## config.mk

```make
export PLATFORM = sky130hd
export DESIGN_NAME = decoder_nx_scan
export DESIGN_NICKNAME = d
export VERILOG_FILES = /design/src/rtl/decoder_pkg.sv /design/src/rtl/scan_prescaler.sv /design/src/rtl/decoder_nx_scan.sv
export SDC_FILE = /design/constraint.sdc
export NUM_CORES = 1
export LEC_CHECK = 0
export ABC_AREA = 1
export ABC_CLOCK_PERIOD_IN_PS = 1780
export BUFFER_PORTS_ARGS = -buffer_cell sky130_fd_sc_hd__buf_2
export CORE_MARGIN = 1
export CORE_UTILIZATION = 45
export DETAILED_ROUTE_END_ITERATION = 8
export PLACE_DENSITY = 0.7
export SLEW_MARGIN = 20
export SYNTH_ARGS = -nofsm -noshare
export SYNTH_HDL_FRONTEND = slang
export SYNTH_HIERARCHICAL = 1
export SYNTH_SLANG_ARGS = --single-unit
export TNS_END_PERCENT = 1
```

## constraint.sdc

```tcl
create_clock -name i_clk -period 1.78 [get_ports i_clk]
set_input_delay 0.089 -clock i_clk [delete_from_list [all_inputs] [get_ports i_clk]]
set_output_delay 0.089 -clock i_clk [all_outputs]
set_load 0.01 [all_outputs]
```

## src/rtl/decoder_pkg.sv

```systemverilog
// rtl/decoder_pkg.sv - shared helpers for the N-to-2^N scan decoder
// Purpose: inactive-word and one-hot pattern builders (32-bit wide, callers
//          truncate to 2^N) plus a minimum-1-bit clog2 for the prescaler width.
// Ports:   none (package)
package decoder_pkg;

  localparam int MAX_N = 5;
  localparam int MAX_W = 32;

  // All lines inactive; callers cast down to their own 2^N width.
  function automatic logic [MAX_W-1:0] inact_word(input logic active_low);
    return active_low ? {MAX_W{1'b1}} : {MAX_W{1'b0}};
  endfunction

  // Inactive word with exactly bit idx inverted.
  function automatic logic [MAX_W-1:0] onehot_pattern(input logic [MAX_N-1:0] idx,
                                                      input logic active_low);
    logic [MAX_W-1:0] v;
    v      = inact_word(active_low);
    v[idx] = ~v[idx];
    return v;
  endfunction

  // ceil(log2(v)), but never less than 1 so a DIV=1 counter still has a bit.
  function automatic int clog2_min1(input int v);
    int r;
    r = 0;
    for (int i = 0; i < 31; i++) begin
      if ((1 << i) < v) r = i + 1;
    end
    return (r < 1) ? 1 : r;
  endfunction

endpackage

```

## src/rtl/scan_prescaler.sv

```systemverilog
// rtl/scan_prescaler.sv - DIV prescaler and scan index counter with SCAN_LAST wrap
// Purpose: counts DIV clocks per index step and walks the index 0..SCAN_LAST.
// Ports:
//   i_clk, i_rst_n  clock, asynchronous active-low reset
//   i_clear         restart: index and prescaler back to 0
//   i_enable        count this cycle; when low (and no clear) the prescaler
//                   phase is reset while the index is held
//   o_idx_next      index value that will be registered at this edge
//   o_tick          index advances at this edge
//   o_wrap          index advances from SCAN_LAST to 0 at this edge
module scan_prescaler
  import decoder_pkg::*;
#(
  parameter int N         = 2,
  parameter int DIV       = 4,
  parameter int SCAN_LAST = 3
) (
  input  logic         i_clk,
  input  logic         i_rst_n,
  input  logic         i_clear,
  input  logic         i_enable,
  output logic [N-1:0] o_idx_next,
  output logic         o_tick,
  output logic         o_wrap
);

  localparam int            PW       = clog2_min1(DIV);
  localparam logic [PW-1:0] CNT_LAST = PW'(DIV - 1);
  localparam logic [N-1:0]  IDX_LAST = N'(SCAN_LAST);

  logic [PW-1:0] r_cnt;
  logic [PW-1:0] w_cnt_next;
  logic [N-1:0]  r_idx;
  logic [N-1:0]  w_idx_next;
  logic          w_tick;
  logic          w_wrap;

  always_comb begin
    w_tick     = i_enable && (r_cnt == CNT_LAST);
    w_wrap     = w_tick && (r_idx == IDX_LAST);
    w_cnt_next = '0;
    w_idx_next = r_idx;
    if (i_clear) begin
      w_idx_next = '0;
    end else if (i_enable) begin
      if (w_tick) begin
        // Explicit wrap: the index never runs through 2^N unless SCAN_LAST
        // is the top value.
        w_idx_next = w_wrap ? '0 : r_idx + 1'b1;
      end else begin
        w_cnt_next = r_cnt + 1'b1;
      end
    end
  end

  always_ff @(posedge i_clk or negedge i_rst_n) begin
    if (!i_rst_n) begin
      r_cnt <= '0;
      r_idx <= '0;
    end else begin
      r_cnt <= w_cnt_next;
      r_idx <= w_idx_next;
    end
  end

  assign o_idx_next = w_idx_next;
  assign o_tick     = w_tick;
  assign o_wrap     = w_wrap;

endmodule

```

## src/rtl/decoder_nx_scan.sv

```systemverilog
// rtl/decoder_nx_scan.sv - registered N-to-2^N decoder with auto-scan mode
// Purpose: direct decode of i_sel or prescaled scan 0..SCAN_LAST onto one-hot
//          lines of selectable polarity; all outputs registered.
// Ports:
//   i_clk, i_rst_n  clock, asynchronous active-low reset
//   i_en            low: all lines inactive, index held
//   i_mode          0: direct decode of i_sel, 1: auto-scan
//   i_sel           direct-mode select (N bits)
//   o_y             decoded lines (2^N bits)
//   o_cur_idx       index currently shown on o_y
//   o_wrap          one-cycle pulse when the scan index wraps to 0
module decoder_nx_scan
  import decoder_pkg::*;
#(
  parameter int N          = 2,
  parameter int ACTIVE_LOW = 1,
  parameter int DIV        = 4,
  parameter int SCAN_LAST  = 3
) (
  input  logic              i_clk,
  input  logic              i_rst_n,
  input  logic              i_en,
  input  logic              i_mode,
  input  logic [N-1:0]      i_sel,
  output logic [(1<<N)-1:0] o_y,
  output logic [N-1:0]      o_cur_idx,
  output logic              o_wrap
);

  localparam int          W     = 1 << N;
  localparam logic        AL    = (ACTIVE_LOW != 0);
  localparam logic [W-1:0] INACT = W'(inact_word(AL));

  typedef enum logic {
    S_IDLE_SCAN = 1'b0,
    S_RUN       = 1'b1
  } state_t;

  state_t       r_state;
  state_t       w_state_next;
  logic         w_clear;
  logic         w_enable;
  logic [N-1:0] w_idx_next;
  logic         w_tick;
  logic         w_scan_wrap;

  logic [W-1:0] r_y;
  logic [N-1:0] r_cur;
  logic         r_wrap;
  logic [W-1:0] w_y_next;
  logic [N-1:0] w_cur_next;
  logic         w_wrap_next;

  scan_prescaler #(
    .N         (N),
    .DIV       (DIV),
    .SCAN_LAST (SCAN_LAST)
  ) u_prescaler (
    .i_clk      (i_clk),
    .i_rst_n    (i_rst_n),
    .i_clear    (w_clear),
    .i_enable   (w_enable),
    .o_idx_next (w_idx_next),
    .o_tick     (w_tick),
    .o_wrap     (w_scan_wrap)
  );

  always_ff @(posedge i_clk or negedge i_rst_n) begin
    if (!i_rst_n) begin
      r_state <= S_IDLE_SCAN;
    end else begin
      r_state <= w_state_next;
    end
  end

  // Scan sequencing. Any cycle that is not scan drops back to IDLE_SCAN so
  // the next scan cycle is an entry and restarts from index 0. Direct mode
  // also clears the index; en=0 leaves it alone.
  always_comb begin
    w_state_next = r_state;
    w_clear      = 1'b0;
    w_enable     = 1'b0;
    if (i_en && i_mode) begin
      if (r_state == S_IDLE_SCAN) begin
        w_clear      = 1'b1;
        w_state_next = S_RUN;
      end else begin
        w_enable = 1'b1;
      end
    end else begin
      w_state_next = S_IDLE_SCAN;
      w_clear      = i_en;
    end
  end

  // Output mux; en has priority over mode.
  always_comb begin
    w_y_next    = r_y;
    w_cur_next  = r_cur;
    w_wrap_next = 1'b0;
    if (!i_en) begin
      w_y_next = INACT;
    end else if (!i_mode) begin
      w_y_next   = W'(onehot_pattern(MAX_N'(i_sel), AL));
      w_cur_next = i_sel;
    end else if (w_clear || w_tick) begin
      // Only entry and index steps change the lines; between ticks they hold.
      w_y_next    = W'(onehot_pattern(MAX_N'(w_idx_next), AL));
      w_cur_next  = w_idx_next;
      w_wrap_next = w_scan_wrap;
    end
  end

  always_ff @(posedge i_clk or negedge i_rst_n) begin
    if (!i_rst_n) begin
      r_y    <= INACT;
      r_cur  <= '0;
      r_wrap <= 1'b0;
    end else begin
      r_y    <= w_y_next;
      r_cur  <= w_cur_next;
      r_wrap <= w_wrap_next;
    end
  end

  assign o_y       = r_y;
  assign o_cur_idx = r_cur;
  assign o_wrap    = r_wrap;

endmodule

```

---- Word level (Yosys, flattened, before mapping) ----
Cells that the tools add are included.
operators by class
  multipliers ............................. 0
  $lt $le $gt $ge ......................... 4
  div/mod/pow operators ................... 0
  add/sub/neg operators ................... 2
  shifts and indexed selects .............. 0
  multiplexer cells ....................... 28
  reductions and logical operators ........ 7
  bitwise logic cells ..................... 6
  eq/ne operators ......................... 4
operators by type and width
  operator                                                            count
  2-to-1 mux 2 bit                                                    9
  less-than comparator 2 x 6 -> 1 bit (second input constant)         2
  2-to-1 mux 1 bit                                                    12
  2-to-1 mux 4 bit                                                    3
  NOT 4 bit                                                           2
  bitwise OR 4 bit                                                    2
  logical AND 1 bit                                                   5
  adder 2 x 1 -> 2 bit (second input constant)                        2
  binary-select mux 1 bit (select 2 bit)                              2
  demux 1 bit (select 2 bit)                                          2
  equality test 2 bit (second input constant)                         2
  greater-or-equal comparator 2 x 1 -> 1 bit (second input constant)  2
  inequality test 3 x 2 -> 1 bit (second input constant)              1
  inequality test 2 x 1 -> 1 bit (second input constant)              1
  NOT 1 bit                                                           2
  AND reduction 2 bit                                                 1
  logical OR 1 bit                                                    1
word-level totals
  bits in read-only memories .............. 0
  memories ................................ 0
  latch bits .............................. 0
  output and inout port bits .............. 7
  RAM bits ................................ 0
  input bits .............................. 6
  flip-flop bits (word level) ............. 12
  word-level logic and storage cells ...... 57

---- Logic depth before layout (Yosys ltp) ----
Gate-level depths: netlist of the first run.
  word-level depth ........................ 17
  gate-level depth with buffers ........... 12
  depth with buffers taken out ............ 11

---- By module ----
Netlist of the first run, hierarchy kept.
modules (own cells, without submodules)
  module           seq. area each (µm²)  area each (µm²)  cells each  instances
  decoder_nx_scan  205.2                 430.4            54          1
  scan_prescaler   100.1                 203.9            26          1

---- Least setup slack after synthesis of the first run ----
No wires, ideal clock.
  path kind ............................... flip-flop to flip-flop
  from .................................... register u_prescaler.r_cnt[0]
  to ...................................... register r_y[3], in the netlist o_y[3]
  required time ........................... 1.704 ns
  setup time .............................. 0.076 ns
  path slack .............................. 0.468 ns
  arrival ................................. 1.235 ns
  cell stages (with the launch flop) ...... 10
  clock period less this slack ............ 1.312 ns
  buffers on the path ..................... 0
  cell sequence ........................... dfrtp_1 > ha_1 > nand2_2 > nor2_1 > nor2_1 > nand2_1 > inv_1 > nand2_1 > a21oi_1 > nor2_1
between the ends
  word-level cells in the longest chain between the ends .. 16
  elaborated cells on any way between the ends .. 22
  those cells by class .................... order compare: 2; eq/ne: 2; mux: 11; bitwise: 3; reduce/logical: 4
RTL lines
  what                                                                                                                            line                    source
  from (decl)                                                                                                                     scan_prescaler.sv:31    logic [PW-1:0] r_cnt;
  from (signal assigned)                                                                                                          scan_prescaler.sv:61    r_cnt <= w_cnt_next;
  equality test 2 bit *                                                                                                           scan_prescaler.sv:39    w_tick = i_enable && (r_cnt == CNT_LAST);
  logical AND 1 bit *                                                                                                             scan_prescaler.sv:39
  logical AND 1 bit                                                                                                               scan_prescaler.sv:40    w_wrap = w_tick && (r_idx == IDX_LAST);
  2-to-1 mux 2 bit                                                                                                                scan_prescaler.sv:49    w_idx_next = w_wrap ? '0 : r_idx + 1'b1;
  2-to-1 mux 2 bit *                                                                                                              scan_prescaler.sv:46    if (w_tick) begin
  2-to-1 mux 2 bit *                                                                                                              scan_prescaler.sv:45    end else if (i_enable) begin
  2-to-1 mux 2 bit *                                                                                                              scan_prescaler.sv:43    if (i_clear) begin
  named net w_idx_next[0]                                                                                                         decoder_nx_scan.sv:43   logic [N-1:0] w_idx_next;
  less-than comparator 2 x 6 -> 1 bit (implied by the code) / greater-or-equal comparator 2 x 1 -> 1 bit (equally long branches)  decoder_pkg.sv:20       v[idx] = ~v[idx];
  logical AND 1 bit (implied by the code)                                                                                         decoder_pkg.sv:20
  2-to-1 mux 1 bit (implied by the code)                                                                                          decoder_pkg.sv:20
  demux 1 bit (select 2 bit)                                                                                                      decoder_pkg.sv:20
  NOT 4 bit (no line)                                                                                                             n/a
  bitwise OR 4 bit (no line) *                                                                                                    n/a
  2-to-1 mux 4 bit *                                                                                                              decoder_nx_scan.sv:106  end else if (w_clear || w_tick) begin
  2-to-1 mux 4 bit *                                                                                                              decoder_nx_scan.sv:103  end else if (!i_mode) begin
  2-to-1 mux 4 bit *                                                                                                              decoder_nx_scan.sv:101  if (!i_en) begin
  to (signal assigned)                                                                                                            decoder_nx_scan.sv:120  r_y <= w_y_next;
  to (decl)                                                                                                                       decoder_nx_scan.sv:47   logic [W-1:0] r_y;
The timed path passes the listed nets; every way through them passes the cells marked *. The select of a mux whose other input is x is not followed.
A chain may end at the register's enable or synchronous reset.

---- Final worst setup path of the first run ----
  from .................................... register r_state
  to ...................................... register r_y[2], in the netlist o_y[2]
between the ends
  word-level cells in the longest chain between the ends .. 17
  elaborated cells on any way between the ends .. 25
  those cells by class .................... order compare: 2; eq/ne: 1; mux: 15; bitwise: 3; reduce/logical: 4
RTL lines
  what                                     line                    source
  from (decl)                              decoder_nx_scan.sv:39   state_t r_state;
  from (signal assigned)                   decoder_nx_scan.sv:72   r_state <= w_state_next;
  2-to-1 mux 1 bit *                       decoder_nx_scan.sv:84   if (r_state == S_IDLE_SCAN) begin
  2-to-1 mux 1 bit *                       decoder_nx_scan.sv:83   if (i_en && i_mode) begin
  named net w_enable                       decoder_nx_scan.sv:42   logic w_enable;
  logical AND 1 bit                        scan_prescaler.sv:39
  logical AND 1 bit                        scan_prescaler.sv:40
  2-to-1 mux 2 bit                         scan_prescaler.sv:49
  2-to-1 mux 2 bit                         scan_prescaler.sv:46
  2-to-1 mux 2 bit *                       scan_prescaler.sv:45
  [... 1 more ...]                         n/a
  named net w_idx_next[1]                  decoder_nx_scan.sv:43
  [... 1 more ...]                         n/a
  logical AND 1 bit (implied by the code)  decoder_pkg.sv:20
  2-to-1 mux 1 bit (implied by the code)   decoder_pkg.sv:20
  demux 1 bit (select 2 bit)               decoder_pkg.sv:20
  NOT 4 bit (no line)                      n/a
  bitwise OR 4 bit (no line) *             n/a
  2-to-1 mux 4 bit *                       decoder_nx_scan.sv:106
  2-to-1 mux 4 bit *                       decoder_nx_scan.sv:103
  2-to-1 mux 4 bit *                       decoder_nx_scan.sv:101
Marks and branches as above.

==> run_results.csv, run 1 <==
group,metric,value,unit
cts,clock-root-buffer,"clkbuf_4",
global_route,antenna_found_initial,0,
final_layout,register_area,305,sq um
drt,drtIter0Drc,8,
synth,synthXorXnorAreaFrac,0,
placed_design,post-dp-hpwl,896,microns
synth,yosysWarnings,6,
die,num_io_pins,13,
final_layout,drive_above_1_share,0.271,
global_route,grt_pass1_wl,1780,microns
run,max_cap_viol_count,0,
sta,slew_headroom,0.732,
placed_design,gp_congestion,0.712,
global_route,grt_use_total,0.179,
synth,synth_simple_gate_area_frac,0.296,
critical_path,cp-start-kind,"flop",
die,rows,13,
final_layout,syn2layout_area_growth,17.9,%
pwr,power_leakage,0.392,nW
critical_path,critPathRequiredTime,1.98,ns
synth,synth_adder_area_share,0.0394,
die,die_w,39.5,microns
drt,dr.pass1.iters,2,
cts,cts_resized,0,
final_layout,multi_input_area,265,sq um
pwr,total_power,0.000564,W
final_layout,fillCellCount,138,
cts,ctsLongestPathBuffers,2,
worst_hold_path,hp-class,"in -> reg",
die,die-area,1560,sq um
placed_design,post_dp_cell_area,702,sq um
sta,rsz0062_at_grt,"no",
cts,cts_setup_buffers,0,
cts,cts_max_level,1,
synth,synthCells,80,
critical_path,cp.arrival,1.78,ns
sta,worst_pin_slew,0.400,ns
global_route,overflow,0,
synth,synth.area.mux_share,0,
synth,synth_top_family_by_area,"simple AND/OR/NAND/NOR gates",
die,start_util,0.487,
sta,skew,0.00187,ns
placed_design,portBuffers,12,
final_layout,final_util,0.575,
final_layout,fin_nets,105,
synth,synth_area,634,sq um
synth,synth_compound_area_frac,0.0828,
sta,finalSetupViolCount,0,
synth,yosys.area.top_type,"dfrtp_1",
cts,cts_buffers,3,
cts,clk_pin_slew,0.07,ns
run_status,status,"finished clean",
die,die_height,39.5,microns
cts,clock_sinks,12,
drt,ant_nets,0,
sta,setup_tns,0,ns
sta,final_hold_viol_count,0,
global_route,grt_max_degree,13,
die,coreArea,1300,sq um
critical_path,end_kind,"flop",
drt,vias,523,
pwr,ir_drop,0.000351,V
synth,synth_fp_nets,88,
drt,drc,0,
global_route,grt_pass1_vias,444,
synth,ys_seq_area_frac,0.481,
sta,drv_slew,0,
cts,clkLatencyLatePin,0.27,ns
pwr,power_density,754,nW/um^2
final_layout,design_area,748,sq um
drt,wirelength,1140,microns
cts,hold_buffers,1,
sta,timing.final.crit_period,1.57,ns
cts,tritoncts,"yes",
critical_path,path_max_fanout,6,
sta,finalCritPeriodShare,0.885,
sta,max_freq,635,MHz
drt,via_per_inst,4.71,
synth,syn_avg_cell_area,7.93,sq um
final_layout,num_antenna_cells,0,
synth,netlist.area_leader.share,0.316,
synth,yosys.cell_types.count,18,
synth,synth_area_leaders,"dfrtp_1 32%, dfstp_2 17%, nand2_1 8.3%",
drt,wl_per_cell,10.2,microns
synth,synth-seq-cells,12,
critical_path,criticalPathCategory,"reg -> reg",
cell usage in the layout, fill, tap and decap left out, drive strengths merged:
cell type / n
dfrtp: 8
buf: 12
and3: 1
nor2: 15
nand2: 18
o21ai: 4
clkbuf: 4
ha: 2
a21boi: 1
nand3: 6
a21oi: 5
nor3: 1
inv: 14
dfstp: 4
dlygate4sd3: 1
power breakdown:
group          switching [W]  internal, W
Clock              0.0000903     0.000124
Combinational      0.0000377    0.0000213
Sequential        0.00000512     0.000285
Total               0.000133     0.000431
metal layers:
| metal | up-vias | share of wire | track usage |
|---|---|---|---|
| li1 | 278 | - | - |
| met1 | 235 | 0.50 | 0.230 |
| met2 | 10 | 0.47 | 0.275 |
| met3 | 0 | 0.033 | 0.0511 |
| met4 | 0 | 0 | 0.0776 |
| met5 | - | 0 | 0 |
Yosys cell counts:
master    count
ha_1          2
nor2_1       14
o21ai_0       2
dfstp_2       4
nor2_4        1
a21oi_1       5
a21boi_0      1
nor3_1        1
o21ai_1       2
buf_6         1
nand2_4       1
dfrtp_1       8
nand2_2       3
nand3_1       6
inv_1        13
and3_1        1
nand2_1      14
inv_2         1
flip-flops by register name, indices dropped and copies added, names as in the netlist:
| register | flops |
|---|---|
| o_wrap | 1 |
| r_state | 1 |
| o_cur_idx | 2 |
| u_prescaler/r_idx | 2 |
| u_prescaler/r_cnt | 2 |
| o_y | 4 |
critical path: stages (launching register included):
cell and delay (ns):
dfrtp_1 0.37, inv_1 0.07, nor2_4 0.17, nand2_2 0.11
nand2_1 0.07, nand2_1 0.04, nor2_1 0.31, nand3_1 0.12
a21oi_1 0.18, nor2_1 0.06
final cells by class:
cell class / instances / area share
Clock buffer: 4 / 0.0485
Tap cell: 15 / 0.0251
Inverter: 14 / 0.0702
Multi-Input combinational cell: 53 / 0.355
Sequential cell: 12 / 0.408
Timing Repair Buffer: 13 / 0.0936
final timing paths:
| check | from | end | slack (ns) | cells after the start |
|---|---|---|---|---|
| worst min register to register | u_prescaler/r_cnt[0] | u_prescaler/r_cnt[0] | 0.44 | 1 |
| worst min-delay path | i_en | r_state | 0.12 | 3 |
| worst max register to register | r_state | o_y[2] | 0.21 | 9 |
| worst max-delay path | r_state | o_y[2] | 0.21 | 9 |
| max in group asynchronous | i_rst_n | o_y[3] | 1.28 | 2 |
| min in group asynchronous | i_rst_n | u_prescaler/r_idx[1] | 0.23 | 2 |
stage by stage:
stage | cells | hold slack, ns | setup WS, ns
2_1_floorplan | 80 | -0.207 | 0.468
3_3_place_gp | 106 | -0.0200 | 0.278
3_5_place_dp | 106 | -0.0196 | 0.233
4_1_cts | 111 | 0.116 | 0.221
5_1_grt | 111 | 0.129 | 0.0857
6_report | 111 | 0.122 | 0.205
logic make-up (layout without fill, tap and decap cells):
group | count (synthesis) | in the layout
AOI/OAI and AO/OA | 10 | 10
adders and majority gates | 2 | 2
buffers and inverters | 15 | 31
DFF | 12 | 12
and+or+nand+nor | 41 | 41
No activity file was read; power rests on OpenSTA's default activity.
==> run 2: changes to the inputs <==
ABC_AREA = 0   (was 1)
CORE_ASPECT_RATIO = 1.1   (was unset)
PLACE_DENSITY = 0.69   (was 0.7)
RECOVER_POWER = 50   (was unset)
==> run_results.csv, run 2 <==
group,metric,value,unit
run_status,status,"finished clean",
pwr,ir_drop,0.000448,V
worst_hold_path,hp-class,"in -> reg",
die,num_io_pins,13,
synth,synthCells,57,
pwr,p_clk_frac,0.373,
sta,finalSetupViolCount,0,
critical_path,criticalPathCategory,"reg -> reg",
pwr,p_switching,0.000142,W
synth,synth-seq-cells,12,
drt,drtIter0Drc,8,
sta,skew,0.000888,ns
die,start_util,0.512,
critical_path,path_max_fanout,7,
critical_path,cp-start-kind,"flop",
drt,via_per_inst,5.62,
synth,ys_top_cells_by_count,"8 x dfrtp_1, 5 x nand3_1, 4 x a21oi_1, 4 x dfstp_2, 4 x nand2_1",
synth,synth_edf_count,0,
pwr,internal_power,0.000441,W
synth,netlist.area_leader.share,0.312,
final_layout,largest_reg_flops,4,
placed_design,gp_congestion,0.692,
final_layout,mostFrequentLayoutCells,"9 x buf_2, 8 x dfrtp_1, 5 x nand3_1",
cts,tritoncts,"yes",
sta,rsz0062_at_grt,"no",
global_route,overflow,0,
cts,ctsLongestPathBuffers,2,
global_route,grt_use_total,0.193,
placed_design,post-dp-hpwl,914,microns
pwr,power_density,757,nW/um^2
final_layout,num_antenna_cells,0,
global_route,grt_pass1_vias,503,
pwr,p_sw_frac,0.243,
critical_path,crit_chain,"ha_1 > and2_2 > nand3b_1 > a21oi_1 > a31oi_1",
critical_path,cp.arrival,1.78,ns
synth,synth_fp_nets,65,
sta,finalCritPeriodShare,0.920,
sta,setup_tns,0,ns
synth,ys_seq_area_frac,0.476,
die,coreArea,1250,sq um
critical_path,max_stage_delay,0.40,ns
synth,synth_ff_type,"dfrtp_1",
cts,clk_pin_slew,0.08,ns
die,die_w,38.0,microns
sta,worst_pin_slew,0.648,ns
sta,timing.final.crit_period,1.64,ns
drt,wirelength,1330,microns
die,die-area,1580,sq um
placed_design,portBuffers,12,
final_layout,design_area,769,sq um
pwr,power_leakage,0.346,nW
synth,synth_area,642,sq um
drt,dr.pass1.iters,2,
global_route,grt_max_degree,14,
cts,cts_buffers,3,
synth,yosysMostFrequentCell,"dfrtp_1",
sta,final_hold_viol_count,0,
run,max_cap_viol_count,0,
synth,yosys.area.top_type,"dfrtp_1",
pwr,comb_power_share,0.122,
synth,yosysWarnings,6,
cts,clock-root-buffer,"clkbuf_4",
drt,vias,506,
pwr,pwr-share-seq,0.505,
sta,hold_slack,0.104,ns
critical_path,critPathRequiredTime,1.93,ns
cts,clock_sinks,12,
synth,synth_area_leaders,"dfrtp_1 31%, dfstp_2 16%, o311ai_1 4.1%",
final_layout,multi_input_area,317,sq um
global_route,antenna_found_initial,0,
final_layout,mostFrequentLayoutCell,"buf_2",
drt,wl_per_cell,14.7,microns
placed_design,post_dp_cell_area,727,sq um
synth,async_flop_share,1.00,
critical_path,cpMaxStageDelayCell,"dfrtp_1",
global_route,grt_pass1_wl,2200,microns
final_layout,syn2layout_area_growth,19.9,%
synth,syn_avg_cell_area,11.3,sq um
die,die_height,41.6,microns
critical_path,end_kind,"flop",
die,rows,13,
final_layout,drive_above_1_share,0.360,
sta,slew_headroom,0.568,
final_layout,fin_nets,84,
cts,clkLatencyLatePin,0.27,ns
cts,cts_max_level,1,
sta,drv_slew,0,
final_layout,register_area,305,sq um
drt,drc,0,
synth,yosys.cell_types.count,26,
drt,ant_nets,0,
final_layout,fillCellCount,107,
sta,max_freq,611,MHz
run 2: changes by cell type after synthesis, sizes merged, moves of 3 or more:
cell    before  now
o311ai       0    4
nand2       18    4
o21ai        4    0
inv         14    2
nand3b       0    3
nor2        15    0
run 2: cell families (layout without fill, tap and decap cells):
logic type / after synthesis / in the layout / share of synthesized area
AO/OA/AOI/OAI: 13 / 13 / 0.160
adder cells (fa/ha/maj): 2 / 2 / 0.0390
buffers and inverters: 4 / 22 / 0.0370
flip-flops: 12 / 12 / 0.476
multiplexers: 2 / 2 / 0.0312
AND/OR/NAND/NOR: 24 / 24 / 0.257
run 2: power groups by stage:
stage	Combinational, W	Sequential (W)	Clock, W
after floorplan	0.0000351	0.000304	0
after global placement	0.0000707	0.000299	0
after detailed placement	0.0000715	0.000299	0
after CTS	0.0000737	0.000294	0.000223
after global routing	0.0000790	0.000297	0.000237
final	0.0000712	0.000294	0.000217
run 2: worst paths after layout:
check | to | depth (start not counted) | startpoint | slack (ns)
max in group asynchronous | o_cur_idx[1] | 2 | i_rst_n | 1.02
max | o_cur_idx[0] | 5 | u_prescaler/r_cnt[0] | 0.14
min reg2reg | u_prescaler/r_cnt[0] | 1 | u_prescaler/r_cnt[0] | 0.45
min | o_y[3] | 2 | i_en | 0.10
max reg2reg | o_cur_idx[0] | 5 | u_prescaler/r_cnt[0] | 0.14
min in group asynchronous | u_prescaler/r_idx[1] | 2 | i_rst_n | 0.35
run 2: worst max-delay path: cells and delay by family, from the launching register on:
family / cells / cell delay [ns]
AND/OR/NAND/NOR: 2 / 0.54
adder cells (fa/ha/maj): 1 / 0.29
AO/OA/AOI/OAI: 2 / 0.28
flip-flops: 1 / 0.40
run 2: timing repair:
item / CTS / global route
endpoints found under the hold margin: 12 / 0
buffers inserted: 0 / 0
gates resized for setup: 0 / 1
hold buffers: 1 / 0
endpoints found under the setup margin: 0 / 5
run 2: cell type report:
type	count	area share
Inverter	2	0.00976
Multi-Input combinational cell	41	0.411
Timing Repair Buffer	16	0.111
Tap cell	15	0.0244
Sequential cell	12	0.397
Clock buffer	4	0.0472
run 2: routing by layer:
| layer | track usage | wire length (microns) |
|---|---|---|
| met5 | 0 | 0 |
| met2 | 0.290 | 643 |
| met3 | 0.0481 | 37 |
| met1 | 0.269 | 635 |
| met4 | 0.0643 | 10 |
run 2: through the flow:
stage	total power, W	worst slack, ns	cells	util
after floorplan	0.000339	0.274	57	-
after global placement	0.000369	0.177	85	0.580
after detailed placement	0.000371	0.110	85	0.580
after CTS	0.000591	0.0887	90	0.617
after global routing	0.000613	0.0424	90	0.614
final	0.000583	0.143	90	0.614
==> run 3: changes to the inputs <==
REMOVE_ABC_BUFFERS = 1   (was unset)
==> run_results.csv, run 3 (same netlist as run 2, synthesis figures left out) <==
group,metric,value,unit
placed_design,portBuffers,12,
worst_hold_path,hp-class,"in -> reg",
final_layout,mostFrequentLayoutCells,"9 x buf_2, 8 x dfrtp_1, 5 x nand3_1, 4 x nand2_1, 4 x dfstp_2",
placed_design,dpl_worst_slack,0.119,ns
critical_path,rr_worst_depth,5,
final_layout,num_antenna_cells,0,
die,rows,13,
drt,drtIter0Drc,10,
die,start_util,0.512,
sta,rsz0062_at_grt,"no",
drt,via_per_inst,5.52,
critical_path,crit_start,"u_prescaler/r_cnt[0]",
drt,wl_per_cell,13.9,microns
placed_design,dp_cells,85,
pwr,total_power,0.000581,W
global_route,grt_use_total,0.192,
die,die_w,38.0,microns
drt,ant_nets,0,
final_layout,drive_above_1_share,0.373,
sta,drv_slew,0,
final_layout,stdcell_count,90,
placed_design,post-dp-hpwl,874,microns
cts,cts_setup_buffers,0,
global_route,antenna_found_initial,0,
die,coreArea,1250,sq um
drt,drc,0,
sta,skew,0.00145,ns
critical_path,max_stage_delay,0.40,ns
cts,clock-root-buffer,"clkbuf_4",
sta,finalSetupViolCount,0,
placed_design,post_dp_cell_area,727,sq um
critical_path,end_kind,"flop",
global_route,grt_max_degree,14,
critical_path,path_max_fanout,7,
cts,cts_buffers,3,
drt,wirelength,1250,microns
final_layout,fin_nets,84,
critical_path,critPathRequiredTime,1.92,ns
final_layout,largest_reg_flops,4,
cts,cts_max_level,1,
final_layout,design_area,773,sq um
sta,setup_tns,0,ns
cts,ctsLongestPathBuffers,2,
global_route,grt_pass1_wl,2120,microns
critical_path,cp-start-kind,"flop",
run,max_cap_viol_count,0,
global_route,overflow,0,
critical_path,worstReg2RegEnd,"o_cur_idx[0]",
drt,dr.pass1.iters,4,
drt,vias,497,
placed_design,gp_congestion,0.689,
sta,timing.final.crit_period,1.67,ns
critical_path,r2r_slack,0.11,ns
cts,tritoncts,"yes",
final_layout,syn2layout_area_growth,20.5,%
critical_path,criticalPathCategory,"reg -> reg",
sta,max_freq,598,MHz
global_route,grt_pass1_vias,497,
critical_path,r2r_start,"u_prescaler/r_cnt[0]",
pwr,power_leakage,0.350,nW
run_status,status,"finished clean",
sta,worst_pin_slew,0.641,ns
sta,slew_headroom,0.572,
critical_path,cpMaxStageDelayCell,"dfrtp_1",
sta,final_hold_viol_count,0,
die,num_io_pins,13,
critical_path,endpoint,"o_cur_idx[0]",
die,die_height,41.6,microns
critical_path,crit_chain,"ha_1 > and2_2 > nand3b_1 > a21oi_1 > a31oi_1",
sta,setup_ws,0.108,ns
sta,finalCritPeriodShare,0.939,
cts,clk_pin_slew,0.08,ns
pwr,power_density,752,nW/um^2
cts,clkLatencyLatePin,0.27,ns
die,die-area,1580,sq um
final_layout,fillCellCount,116,
cts,clock_sinks,12,
critical_path,cp.arrival,1.81,ns
final_layout,mostFrequentLayoutCell,"buf_2",
pwr,ir_drop,0.000601,V
-- run 3: what timing repair did --
action,CTS,global route
hold endpoints to repair,12,0
resized for setup,0,1
hold buffers,1,0
endpoints found under the setup margin,0,2
-- run 3: worst max-delay path: cells and delay by family, from the launching register on --
kind,cells,cell delay [ns]
AND/OR/NAND/NOR,2,0.55
flip-flops,1,0.40
adder cells (fa/ha/maj),1,0.29
AO/OA/AOI/OAI,2,0.31
-- run 3: final cells by class --
class,instances,area [sq um],area share
Timing Repair Buffer,16,88.8,0.115
Clock buffer,4,36.3,0.0469
Multi-Input combinational cell,41,317,0.409
Sequential cell,12,305,0.395
Tap cell,15,18.8,0.0243
Inverter,2,7.51,0.00971
-- run 3: stage by stage --
stage / utilization / hold WS, ns
2_1_floorplan: - / -0.207
3_5_place_dp: 0.580 / -0.0182
6_report: 0.617 / 0.106
3_3_place_gp: 0.580 / -0.0205
4_1_cts: 0.617 / 0.0941
5_1_grt: 0.617 / 0.102
-- run 3: how the worst min path moves through the flow --
stage	slack, ns	from	cells past startpoint	end
finish	0.11	i_en	2	o_y[0]
global route	0.10	i_en	2	o_y[0]
CTS	0.09	i_en	2	o_y[0]
detailed placement	-0.02	i_rst_n	1	u_prescaler/r_cnt[1]
global placement	-0.02	i_rst_n	1	u_prescaler/r_cnt[1]
floorplan	-0.21	i_rst_n	0	o_cur_idx[0]
-- run 3: power by group --
group | internal, W | total [W] | switching (W)
registers | 0.000288 | 0.000294 | 0.00000657
clock network | 0.000124 | 0.000216 | 0.0000912
logic | 0.0000302 | 0.0000715 | 0.0000413
total | 0.000442 | 0.000581 | 0.000139
-- run 3: metal layers --
metal / up-vias / GRT usage / share of wire
met4: 0 / 0.0857 / 0.014
met2: 11 / 0.279 / 0.45
li1: 252 / - / -
met3: 4 / 0.0481 / 0.034
met1: 230 / 0.266 / 0.50
met5: - / 0 / 0
